$ cat src/rtl/uart_cmd_pkg.sv
// Shared types and widths for the UART command link.
//   CMD_W      : assembled command width (three bytes)
//   BYTE_W     : UART byte width
//   rx_state_t : command assembly states (next byte expected, or command held)
//   tx_state_t : response transmit states
package uart_cmd_pkg;

  localparam int unsigned CMD_W  = 24;
  localparam int unsigned BYTE_W = 8;

  typedef enum logic [1:0] {
    RX_B2,
    RX_B1,
    RX_B0,
    RX_FULL
  } rx_state_t;

  typedef enum logic {
    TX_IDLE,
    TX_BUSY
  } tx_state_t;

endpackage

$ cat src/rtl/uart_cmd_link_resp_tx_seq.sv
// Response transmit sequencer: latches a response byte, fires a one-cycle
// trmt to the UART transmitter, then waits for tx_done and reports resp_sent.
// Ports:
//   clk, rst_n          : clock, async active-low reset
//   send_resp/resp_data : one-cycle request with the byte to send
//   tx_done             : UART transmitter finished the byte
//   trmt/tx_data        : start pulse and byte held until tx_done
//   resp_sent           : one-cycle completion pulse
module resp_tx_seq
  import uart_cmd_pkg::*;
(
  input  logic              clk,
  input  logic              rst_n,
  input  logic              send_resp,
  input  logic [BYTE_W-1:0] resp_data,
  input  logic              tx_done,
  output logic              trmt,
  output logic [BYTE_W-1:0] tx_data,
  output logic              resp_sent
);

  tx_state_t         tx_q, tx_d;
  logic [BYTE_W-1:0] tx_data_q, tx_data_d;
  logic              trmt_q, trmt_d;
  logic              sent_q, sent_d;

  // State and output registers
  always_ff @(posedge clk or negedge rst_n) begin
    if (!rst_n) begin
      tx_q      <= TX_IDLE;
      tx_data_q <= '0;
      trmt_q    <= 1'b0;
      sent_q    <= 1'b0;
    end else begin
      tx_q      <= tx_d;
      tx_data_q <= tx_data_d;
      trmt_q    <= trmt_d;
      sent_q    <= sent_d;
    end
  end

  // Next state; requests while busy and stray tx_done while idle are dropped
  always_comb begin
    tx_d      = tx_q;
    tx_data_d = tx_data_q;
    trmt_d    = 1'b0;
    sent_d    = 1'b0;
    case (tx_q)
      TX_IDLE: begin
        if (send_resp) begin
          tx_data_d = resp_data;
          trmt_d    = 1'b1;
          tx_d      = TX_BUSY;
        end
      end
      TX_BUSY: begin
        if (tx_done) begin
          sent_d = 1'b1;
          tx_d   = TX_IDLE;
        end
      end
      default: tx_d = TX_IDLE;
    endcase
  end

  assign trmt      = trmt_q;
  assign tx_data   = tx_data_q;
  assign resp_sent = sent_q;

endmodule

$ cat config.mk
export PLATFORM = sky130hd
export DESIGN_NAME = resp_tx_seq
export DESIGN_NICKNAME = d
export VERILOG_FILES = /design/src/rtl/uart_cmd_pkg.sv /design/src/rtl/uart_cmd_link_resp_tx_seq.sv
export SDC_FILE = /design/constraint.sdc
export NUM_CORES = 1
export LEC_CHECK = 0
export ABC_AREA = 1
export BUFFER_PORTS_ARGS = -buffer_cell sky130_fd_sc_hd__buf_2
export CELL_PAD_IN_SITES_DETAIL_PLACEMENT = 0
export CELL_PAD_IN_SITES_GLOBAL_PLACEMENT = 2
export CORE_MARGIN = 3
export CORE_UTILIZATION = 23
export CTS_BUF_LIST = sky130_fd_sc_hd__clkbuf_4 sky130_fd_sc_hd__clkbuf_8 sky130_fd_sc_hd__clkbuf_16
export DETAILED_ROUTE_END_ITERATION = 6
export HOLD_SLACK_MARGIN = 0.02
export PLACE_DENSITY = 0.79
export SYNTH_ARGS = -nofsm -noshare
export SYNTH_HDL_FRONTEND = slang
export SYNTH_SLANG_ARGS = --single-unit
$ cat constraint.sdc
create_clock -name clk -period 1.1 [get_ports clk]
set_input_delay 0.055 -clock clk [delete_from_list [all_inputs] [get_ports clk]]
set_output_delay 0.055 -clock clk [all_outputs]
set_load 0.01 [all_outputs]
## After elaboration in Yosys (flattened, before gate mapping)

Cells that the tools add are included.
W data, S select, Z words.

| storage, ports and cells | value |
|---|---|
| bits in latches | 0 |
| output and inout port bits | 10 |
| word-level logic and storage cells | 12 |
| input port bits | 12 |
| bits in writable memories | 0 |
| memories kept | 0 |
| memory bits (read-only) | 0 |
| register bits | 11 |

| operators by class | value |
|---|---|
| equality and inequality tests | 0 |
| shift-type cells | 0 |
| $mul | 0 |
| div/mod/pow operators | 0 |
| add/sub/neg operators | 0 |
| order comparisons | 0 |
| multiplexer cells | 6 |
| reduce and logical (&&, ||, !) cells | 1 |
| bitwise operators | 1 |

Operator list:

| kind | number |
|---|---|
| $mux W1 | 5 |
| $pmux W1 S2 | 1 |
| $reduce_and A2 Y1 | 1 |
| $not A1 Y1 | 1 |

## Longest topological paths before layout

Gate-level depths: netlist (run 1).

| depth | value |
|---|---|
| depth in word-level cells | 2 |
| depth in mapped cells | 4 |
| mapped depth without buffers | 4 |

## Worst setup path before layout (run 1)

Ideal clock, no wire load.

| path | value |
|---|---|
| path type | register to register |
| start point | register tx_q |
| end point | register tx_data_q[1] (netlist: tx_data[1]) |
| arrival time | 0.672 ns |
| clock period less this slack | 0.789 ns |
| cell stages (with the launch flop) | 5 |
| slack | 0.311 ns |
| buffers on the path | 0 |
| data required time | 0.983 ns |
| library setup time | 0.117 ns |
| cells stage by stage | dfrtp_1 inv_4 nand2_8 nand2_1 nand2_1 |

| on the way | value |
|---|---|
| longest elaborated chain between the ends | 2 |

RTL lines:

| element | line | source |
|---|---|---|
| start: declaration | uart_cmd_link_resp_tx_seq.sv:22 | `tx_state_t tx_q, tx_d;` |
| start signal: assignment | uart_cmd_link_resp_tx_seq.sv:35 | `tx_q <= tx_d;` |
| $not A1 Y1 | -- |  |
| $reduce_and A2 Y1 (no source line) | -- |  |
| end signal: assignment | uart_cmd_link_resp_tx_seq.sv:36 | `tx_data_q <= tx_data_d;` |
| end: declaration | uart_cmd_link_resp_tx_seq.sv:23 | `logic [BYTE_W-1:0] tx_data_q, tx_data_d;` |

No other way between the ends.
A chain may end at the register's enable or synchronous reset.

## Final worst setup path (run 1)

| path | value |
|---|---|
| start point | register tx_q |
| end point | register tx_data_q[3] (netlist: tx_data[3]) |

The elaborated chain is that of the path after synthesis.

==> results of run 1 <==
## layer usage
layer / routed length [um] / vias up / track usage [%]
met5: 0 / - / 0
met4: 0 / 0 / 5.530
met1: 435 / 164 / 11.95
met2: 385 / 15 / 11.23
li1: - / 197 / -
met3: 68 / 0 / 3.021
## flip-flops by register name, summed over array words and instances, names as in the netlist
| name | flops |
|---|---|
| trmt | 1 |
| tx_q | 1 |
| resp_sent | 1 |
| tx_data | 8 |
## cell usage in the layout (no fill, tap or decap)
cell type and n:
nand2_8 1, o21ai_0 1, buf_2 21, dfrtp_1 11, nand3_1 8, nand2_2 3, dlygate4sd3_1 7, inv_1 2
clkbuf_4 3, clkinv_2 1, inv_4 1, nand2_1 14
## worst max path at each step
| stage | end | slack (ps) | depth (start not counted) |
|---|---|---|---|
| after floorplan | tx_data[1] | 310 | 4 |
| after global placement | tx_data[4] | 250 | 4 |
| after detailed placement | tx_data[3] | 240 | 4 |
| after CTS | tx_data[7] | 220 | 1 |
| after global routing | tx_data[2] | 170 | 4 |
| final | tx_data[3] | 230 | 4 |
## where the power goes
| group | leakage [uW] | internal [uW] | switching (uW) | total, uW |
|---|---|---|---|---|
| sequential | 0.000136 | 477 | 41.3 | 518 |
| clock | 0.0000177 | 134 | 137 | 272 |
| combinational | 0.000214 | 117 | 145 | 261 |
## kinds of logic (layout without fill, tap and decap cells)
group / count (synthesis) / after routing
buffers and inverters: 4 / 35
flip-flops: 11 / 11
AND/OR/NAND/NOR: 26 / 26
AO/OA/AOI/OAI: 1 / 1
## worst reg2reg max path, stage by stage, from the launching register on
cell,delay [ps]
dfrtp_1,410
inv_4,140
nand2_8,90
nand2_1,70
nand2_1,50
## final cells by class
type | count | area (sq um) | share of cell area [%]
inverter | 3 | 13.76 | 2.087
sequential | 11 | 275.3 | 41.75
timing repair buffer | 28 | 175.2 | 26.57
clock buffer | 3 | 22.52 | 3.416
tap | 25 | 31.28 | 4.744
multi-input combinational | 27 | 136.4 | 20.68
clock inverter | 1 | 5.005 | 0.7590
## metrics by stage
step	setup slack (ps)	cells	util (%)	power, uW	cell area [sq um]
after global placement	254.0	87	31.84	770.4	561.8
after detailed placement	241.8	87	31.84	772.6	561.8
after global routing	174.8	98	37.38	1140	659.4
after CTS	221.5	97	36.81	1070	649.4
after floorplan	311.2	42	-	660.9	436.7
final	232.8	98	37.38	1051	659.4
==> flow_summary.json, run 1 <==
{
  "yosys-top-cells-count": "nand2_1 (14), dfrtp_1 (11), nand3_1 (8)",
  "dr.first_iter.drc_count": 6,
  "holdPathEnd": "tx_data[1]",
  "cts.clk_slew.worst_paths_ps": 70,
  "synth-main-ff-cell": "dfrtp_1",
  "grt_max_degree": 12,
  "grt_pass1_wl_um": 1559,
  "synth_compound_area_share_pct": 1.146,
  "setup_viol": 0,
  "slew_headroom_pct": 83.22,
  "synth_top_family_by_area": "simple AND/OR/NAND/NOR gates",
  "drive_gt1_share_pct": 41.10,
  "whs_ps": 24.06,
  "path_buf_inv": 1,
  "htree_num_levels": 1,
  "netlist.area_leader.share_pct": 63.04,
  "synth-seq-cells": 11,
  "synthSimpleGateAreaFrac_pct": 30.09,
  "grt-ovfl-total": 0,
  "crit_path_end_kind": "flip-flop",
  "die_w_um": 49.57,
  "clock.fmax_mhz": 1153,
  "p_leak_uw": 0.0003679,
  "synthXorXnorAreaFrac_pct": 0,
  "synth.avg_cell_area_sq_um": 10.40,
  "netlist_instances": 42,
  "die_area_sq_mm": 0.002457,
  "powerDensity_mw_per_mm2": 1593,
  "min_from": "resp_data[1]",
  "synth_area_sq_um": 436.7,
  "report.final.slew_viol_count": 0,
  "clockBufferDepth": 2,
  "startpoint": "tx_q",
  "rows": 15,
  "post-cts-setup-buffers": 0,
  "ff2ff_path_depth": 4,
  "min_path_cells": 3,
  "fillers": 202,
  "fin_crit_sh_pct": 78.83,
  "cts_hold_buf": 6,
  "drtAntennaViolNets": 0,
  "finalHoldViolCount": 0,
  "diodes": 0,
  "synthTopCellsByArea": "dfrtp_1 (63%), nand2_1 (12%), nand3_1 (9.2%)",
  "cts_tree": "yes",
  "synth_mux_area_share_pct": 0,
  "yosys.cell_types.count": 9,
  "cts_sinks": 11,
  "cp.required_ps": 1260,
  "ctsResizeCount": 0,
  "via_per_inst": 3.837,
  "rsz0062_at_grt": "no",
  "critPathMaxStageDelay_ps": 410,
  "coreArea_sq_mm": 0.001764,
  "synth_warnings": 0,
  "arrival_ps": 1020,
  "yosysMostFrequentCell": "nand2_1",
  "cts_buffers": 3,
  "synthAdderAreaFrac_pct": 0,
  "yosys.area.top_type": "dfrtp_1",
  "gp_congestion": 0.6415,
  "hpwl_um": 652.7,
  "rr_startpoint": "tx_q",
  "hold_class": "input pin to flip-flop",
  "area_delta_synth_final_pct": 51.00,
  "setup_tns_ps": 0,
  "wl_per_cell_um": 9.061,
  "path_common_cell": "nand2_1",
  "maxCapViolations": 0,
  "numPortBuffers": 21,
  "track_usage_pct": 8.657,
  "antenna_found_initial": 0,
  "vias": 376,
  "ios": 22,
  "critPathKind": "flip-flop to flip-flop",
  "critical-path-slowest-cell": "dfrtp_1",
  "drc": 0,
  "worst_slew_pin_slew_ps": 251.6,
  "synth_edf_count": 0,
  "cts_root_buf": "clkbuf_4",
  "fp.dieH_um": 49.57,
  "outcome": "finished clean",
  "first_pass_iters": 2,
  "reg2reg_to": "tx_data[3]",
  "crit_path_start_kind": "flip-flop",
  "clock_skew_ps": 3.637,
  "regToRegSetupSlack_ps": 230,
  "layout_min_cycle_time_ps": 867.2,
  "start_util_pct": 24.75,
  "async_flop_share_pct": 100.0,
  "synth_nets": 54,
  "crit_path_max_fanout": 10,
  "seq_area_frac_synth_pct": 63.04,
  "vdd_ir_drop_max_v": 0.0005618,
  "wl_um": 888,
  "clk_latency_ps": 270,
  "final_nets": 86,
  "crit_family": "flip-flops",
  "grt_pass1_vias": 361,
  "crit_chain": "inv_4 > nand2_8 > nand2_1 > nand2_1"
}
(Power assumes the default switching activity.)
==> run 2, diff against run 1 <==
==> constraint.sdc (replaced) <==
create_clock -name clk -period 0.8 [get_ports clk]
set_input_delay 0.04 -clock clk [delete_from_list [all_inputs] [get_ports clk]]
set_output_delay 0.04 -clock clk [all_outputs]
set_load 0.01 [all_outputs]
==> run 2 against run 1 <==
Effect of this change: the flow now finishes with violations (negative setup slack); global-route usage is 0.96 points higher; via count is 12% higher; register-to-register slack worse by 290 ps; setup slack worse by 290 ps; maximum frequency is 1.7% higher; clock power is 37% higher; non-clock buffer count is 9 higher; worst hold slack better by 0.89 ps; cell count is 11% higher; final area is 17% higher; critical endpoint unchanged.
==> flow_summary.json, run 2 (same netlist as run 1, synthesis figures left out) <==
{
  "setup_viol": 18,
  "critPathKind": "flip-flop to flip-flop",
  "finalHoldViolCount": 0,
  "rsz0062_at_grt": "yes",
  "vias": 421,
  "p_sw_uw": 501.5,
  "largest_reg_flops": 8,
  "worst_slew_pin_slew_ps": 273.5,
  "cts_root_buf": "clkbuf_4",
  "crit_path_start_kind": "flip-flop",
  "crit_path_max_fanout": 6,
  "grt_max_degree": 12,
  "finalNonFillerCells": 109,
  "fin_crit_sh_pct": 106.5,
  "fin_ws_ps": -52.33,
  "crit_path_end_kind": "flip-flop",
  "coreArea_sq_mm": 0.001764,
  "cts.clk_slew.worst_paths_ps": 80,
  "hold_class": "input pin to flip-flop",
  "drtAntennaViolNets": 0,
  "startpoint": "tx_q",
  "track_usage_pct": 9.618,
  "dr.first_iter.drc_count": 6,
  "layout_common_cells": "buf_2 (20), dfrtp_1 (10), nand2_1 (9), dlygate4sd3_1 (9)",
  "vdd_ir_drop_max_v": 0.0008340,
  "wl_per_cell_um": 9.312,
  "outcome": "complete, but fails checks",
  "start_util_pct": 24.75,
  "wl_um": 1015,
  "layout_min_cycle_time_ps": 852.3,
  "cts_sinks": 11,
  "arrival_ps": 1010,
  "grt_pass1_vias": 408,
  "drc": 0,
  "diodes": 0,
  "comb_power_share_pct": 32.8,
  "multi_input_area_sq_um": 160.2,
  "violations": "negative setup slack",
  "place_inst": 87,
  "fin_util_pct": 43.83,
  "clock.fmax_mhz": 1173,
  "htree_num_levels": 1,
  "numPortBuffers": 21,
  "maxCapViolations": 0,
  "clockBufferDepth": 2,
  "rows": 15,
  "internal_power_uw": 1121,
  "rr_startpoint": "tx_q",
  "seqCellArea_sq_um": 276.5,
  "fp.dieH_um": 49.57,
  "powerDensity_mw_per_mm2": 2098,
  "swShare_pct": 30.91,
  "cp.required_ps": 950,
  "area_delta_synth_final_pct": 77.08,
  "hpwl_um": 652.7,
  "cts_tree": "yes",
  "ios": 22,
  "seqPwrFrac_pct": 44.2,
  "die_area_sq_mm": 0.002457,
  "antenna_found_initial": 0,
  "gp_congestion": 0.6415,
  "final_nets": 97,
  "via_per_inst": 3.862,
  "die_w_um": 49.57,
  "p_leak_uw": 0.0004198,
  "report.final.slew_viol_count": 0,
  "fillers": 188,
  "p_clk_share_pct": 22.9,
  "grt_pass1_wl_um": 1752,
  "layout_commonest_cell": "buf_2",
  "clk_latency_ps": 270,
  "cts_buffers": 3,
  "slew_headroom_pct": 81.76,
  "first_pass_iters": 4,
  "grt-ovfl-total": 0,
  "clock_skew_ps": 5.776,
  "drive_gt1_share_pct": 53.57,
  "min_from": "resp_data[3]"
}
==> run 2: changes by cell type in the layout (fill, tap and decap cells not counted), moves of 2 or more <==
cell | previous run | this run
buf_4 | 0 | 7
dlygate4sd3_1 | 7 | 9
nand2_2 | 3 | 8
nand2_1 | 14 | 9
==> run 2: timing repair <==
item	4_1_cts	5_1_grt
hold endpoints to repair	20	0
gates resized for setup	4	6
hold buffers	9	0
buffers inserted	5	2
setup endpoints to repair	19	19
gates cloned	2	0
==> run 2: cell type report <==
| type | count | share of cell area [%] |
|---|---|---|
| clock inverter | 1 | 0.6472 |
| tap | 25 | 4.045 |
| multi-input combinational | 28 | 20.71 |
| timing repair inverter | 1 | 0.9709 |
| inverter | 3 | 2.104 |
| clock buffer | 3 | 2.913 |
| timing repair buffer | 37 | 32.85 |
| sequential | 11 | 35.76 |
==> run 2: final timing paths <==
check,end,cells after the start,slack (ps)
min in group asynchronous,tx_data[2],2,170
max,tx_data[3],4,-50
min reg2reg,tx_data[3],2,490
max in group asynchronous,tx_q,2,410
min,tx_data[3],3,20
max reg2reg,tx_data[3],4,-50
==> run 2: per-layer routing <==
layer	wire [um]	up-vias	track usage (%)
met4	0	0	5.530
met2	485	15	12.78
met1	466	187	13.50
li1	-	219	-
met3	63	0	3.021
met5	0	-	0
==> run 2: power groups by stage <==
stage                     Clock [uW]  Sequential [uW]  Combinational [uW]
after floorplan                    0              768                 141
after global placement             0              723                 336
after detailed placement           0              720                 343
after CTS                        396              713                 485
after global routing             438              731                 589
final                            372              717                 533
==> run 2: worst max-delay path, stage by stage (launching register included) <==
cell	delay [ps]
dfrtp_2	450
clkinv_4	110
nand2_8	70
nand2_2	60
nand2_1	50
==> run 2: per-stage QoR <==
| stage | instance area, sq um | setup TNS, ps | power, uW | setup WS (ps) | hold WS (ps) |
|---|---|---|---|---|---|
| 2_1_floorplan | 436.7 | 0 | 908.7 | 11.19 | -255.6 |
| 3_3_place_gp | 561.8 | -271.8 | 1059 | -46.02 | -77.31 |
| 3_5_place_dp | 561.8 | -362.0 | 1062 | -58.23 | -73.28 |
| 4_1_cts | 744.5 | -816.8 | 1594 | -74.25 | 20.61 |
| 5_1_grt | 773.2 | -1487 | 1758 | -96.91 | 29.85 |
| 6_report | 773.2 | -570.0 | 1623 | -52.33 | 24.95 |
==> run 3, diff against run 2 <==
--- a/config.mk
+++ b/config.mk
@@ -14,7 +14,7 @@
 export CTS_BUF_LIST = sky130_fd_sc_hd__clkbuf_4 sky130_fd_sc_hd__clkbuf_8 sky130_fd_sc_hd__clkbuf_16
 export DETAILED_ROUTE_END_ITERATION = 6
 export HOLD_SLACK_MARGIN = 0.02
-export PLACE_DENSITY = 0.79
+export PLACE_DENSITY = 0.83
 export SYNTH_ARGS = -nofsm -noshare
 export SYNTH_HDL_FRONTEND = slang
 export SYNTH_SLANG_ARGS = --single-unit
==> run 3 against run 2 <==
Effect of this change: highest routed layer unchanged; final area decreased by 1.1%; first-iteration DRC count grew 50%; sequential power fell by 1%; global-route usage is 0.16 points lower; via count is 2.1% higher; maximum frequency grew 1.7%; the flow still finishes with violations (negative setup slack); combinational power down 6.6%; routed wire length rose by 2.7%; register-to-register slack about the same.
==> flow_summary.json, run 3 (same netlist as run 1, synthesis figures left out) <==
{
  "cts_tree": "yes",
  "die_w_um": 49.57,
  "wl_um": 1042,
  "critPathKind": "flip-flop to flip-flop",
  "die_area_sq_mm": 0.002457,
  "first_pass_iters": 4,
  "ios": 22,
  "crit_path_start_kind": "flip-flop",
  "drtAntennaViolNets": 0,
  "grt_max_degree": 12,
  "report.final.slew_viol_count": 0,
  "area_delta_synth_final_pct": 75.07,
  "layout_min_cycle_time_ps": 838.1,
  "vias": 430,
  "hold_class": "input pin to asynchronous set/reset pin",
  "coreArea_sq_mm": 0.001764,
  "clockBufferDepth": 2,
  "setup_tns_ps": -276.2,
  "outcome": "complete, but fails checks",
  "total_power_uw": 1605,
  "cp.required_ps": 950,
  "crit_path_end_kind": "flip-flop",
  "cts_buffers": 3,
  "htree_num_levels": 1,
  "grt_pass1_wl_um": 1773,
  "crit_chain": "clkinv_4 > nand2_4 > nand2_2 > nand2_1",
  "regToRegSetupSlack_ps": -40,
  "cts.clk_slew.worst_paths_ps": 70,
  "clk_latency_ps": 260,
  "cts_sinks": 11,
  "dr.first_iter.drc_count": 9,
  "critical-path-slowest-cell": "dfrtp_2",
  "powerDensity_mw_per_mm2": 2099,
  "clock_skew_ps": 1.348,
  "largest_reg_flops": 8,
  "track_usage_pct": 9.454,
  "vdd_ir_drop_max_v": 0.0006682,
  "rsz0062_at_grt": "yes",
  "grt-ovfl-total": 0,
  "start_util_pct": 24.75,
  "drc": 0,
  "setup_viol": 17,
  "violations": "negative setup slack",
  "fin_crit_sh_pct": 104.8,
  "fin_ws_ps": -38.09,
  "maxCapViolations": 0,
  "layout_commonest_cell": "buf_2",
  "antenna_found_initial": 0,
  "wl_per_cell_um": 9.560,
  "cts_root_buf": "clkbuf_4",
  "via_per_inst": 3.945,
  "gp_congestion": 0.6965,
  "critPathMaxStageDelay_ps": 440,
  "crit_path_max_fanout": 6,
  "crit_family": "flip-flops",
  "clock.fmax_mhz": 1193,
  "layout_common_cells": "buf_2 (21), nand2_1 (11), dlygate4sd3_1 (10), dfrtp_1 (10), nand3_1 (8)",
  "numPortBuffers": 21,
  "slew_headroom_pct": 81.29,
  "path_buf_inv": 1,
  "rows": 15,
  "grt_pass1_vias": 412,
  "diodes": 0,
  "arrival_ps": 990,
  "final_nets": 97,
  "p_leak_uw": 0.0004204,
  "worst_slew_pin_slew_ps": 280.6,
  "fp.dieH_um": 49.57,
  "finalHoldViolCount": 0,
  "drive_gt1_share_pct": 50.00
}
==> run 3: cell count changes in the layout (fill, tap and decap cells not counted) <==
cell           before  now
nand2_1             9   11
nand2_2             8    6
buf_2              20   21
buf_4               7    6
buf_6               1    0
clkbuf_4            3    4
clkinvlp_4          1    0
dlygate4sd3_1       9   10
==> run 3: area by class of cell <==
class / count / area [sq um]
multi-input cells: 28 / 155.1
flip-flops and latches: 11 / 276.5
repair buffers: 37 / 250.2
clock buffers: 4 / 30.03
repair inverters: 1 / 5.005
well taps: 25 / 31.28
fillers: 192 / 999.7
inverters: 3 / 16.27
==> run 3: metrics by stage <==
| stage | hold slack [ps] | std cells | util (%) | setup WS, ps | cell area, sq um |
|---|---|---|---|---|---|
| after CTS | 135.2 | 106 | 41.35 | -70.22 | 729.5 |
| final | 165.8 | 109 | 43.33 | -38.09 | 764.5 |
| after global routing | 167.6 | 109 | 43.33 | -77.45 | 764.5 |
| after detailed placement | -78.16 | 87 | 31.84 | -54.01 | 561.8 |
| after global placement | -80.10 | 87 | 31.84 | -44.14 | 561.8 |
| after floorplan | -255.6 | 42 | - | 11.19 | 436.7 |
==> run 3: power breakdown <==
group          internal (uW)  switching [uW]
sequential               657            51.7
clock                    226             172
combinational            254             243
total                   1140             467
==> run 3: path summary, 6_finish.rpt <==
kind,startpoint,to,cells past startpoint
worst max register to register,tx_q,tx_data[7],4
worst min-delay path,rst_n,tx_data[7],2
worst max-delay path,tx_q,tx_data[7],4
worst min register to register,tx_data[2],tx_data[2],2
min in group clk,send_resp,tx_data[2],3
max in group asynchronous,rst_n,tx_q,2
==> run 3: layer usage <==
| metal | up-vias | GRT usage, % | wire length [um] |
|---|---|---|---|
| met5 | - | 0 | 0 |
| met4 | 0 | 5.530 | 0 |
| met3 | 0 | 3.323 | 67 |
| met2 | 13 | 13.44 | 501 |
| met1 | 195 | 12.22 | 473 |
| li1 | 222 | - | - |
==> run 3: what timing repair did <==
action | in CTS | in global routing
gates resized for setup | 0 | 6
hold endpoints to repair | 21 | 0
pin swaps | 0 | 0
hold buffers | 10 | 0
buffers inserted | 5 | 1
endpoints found under the setup margin | 17 | 20
gates cloned | 0 | 2
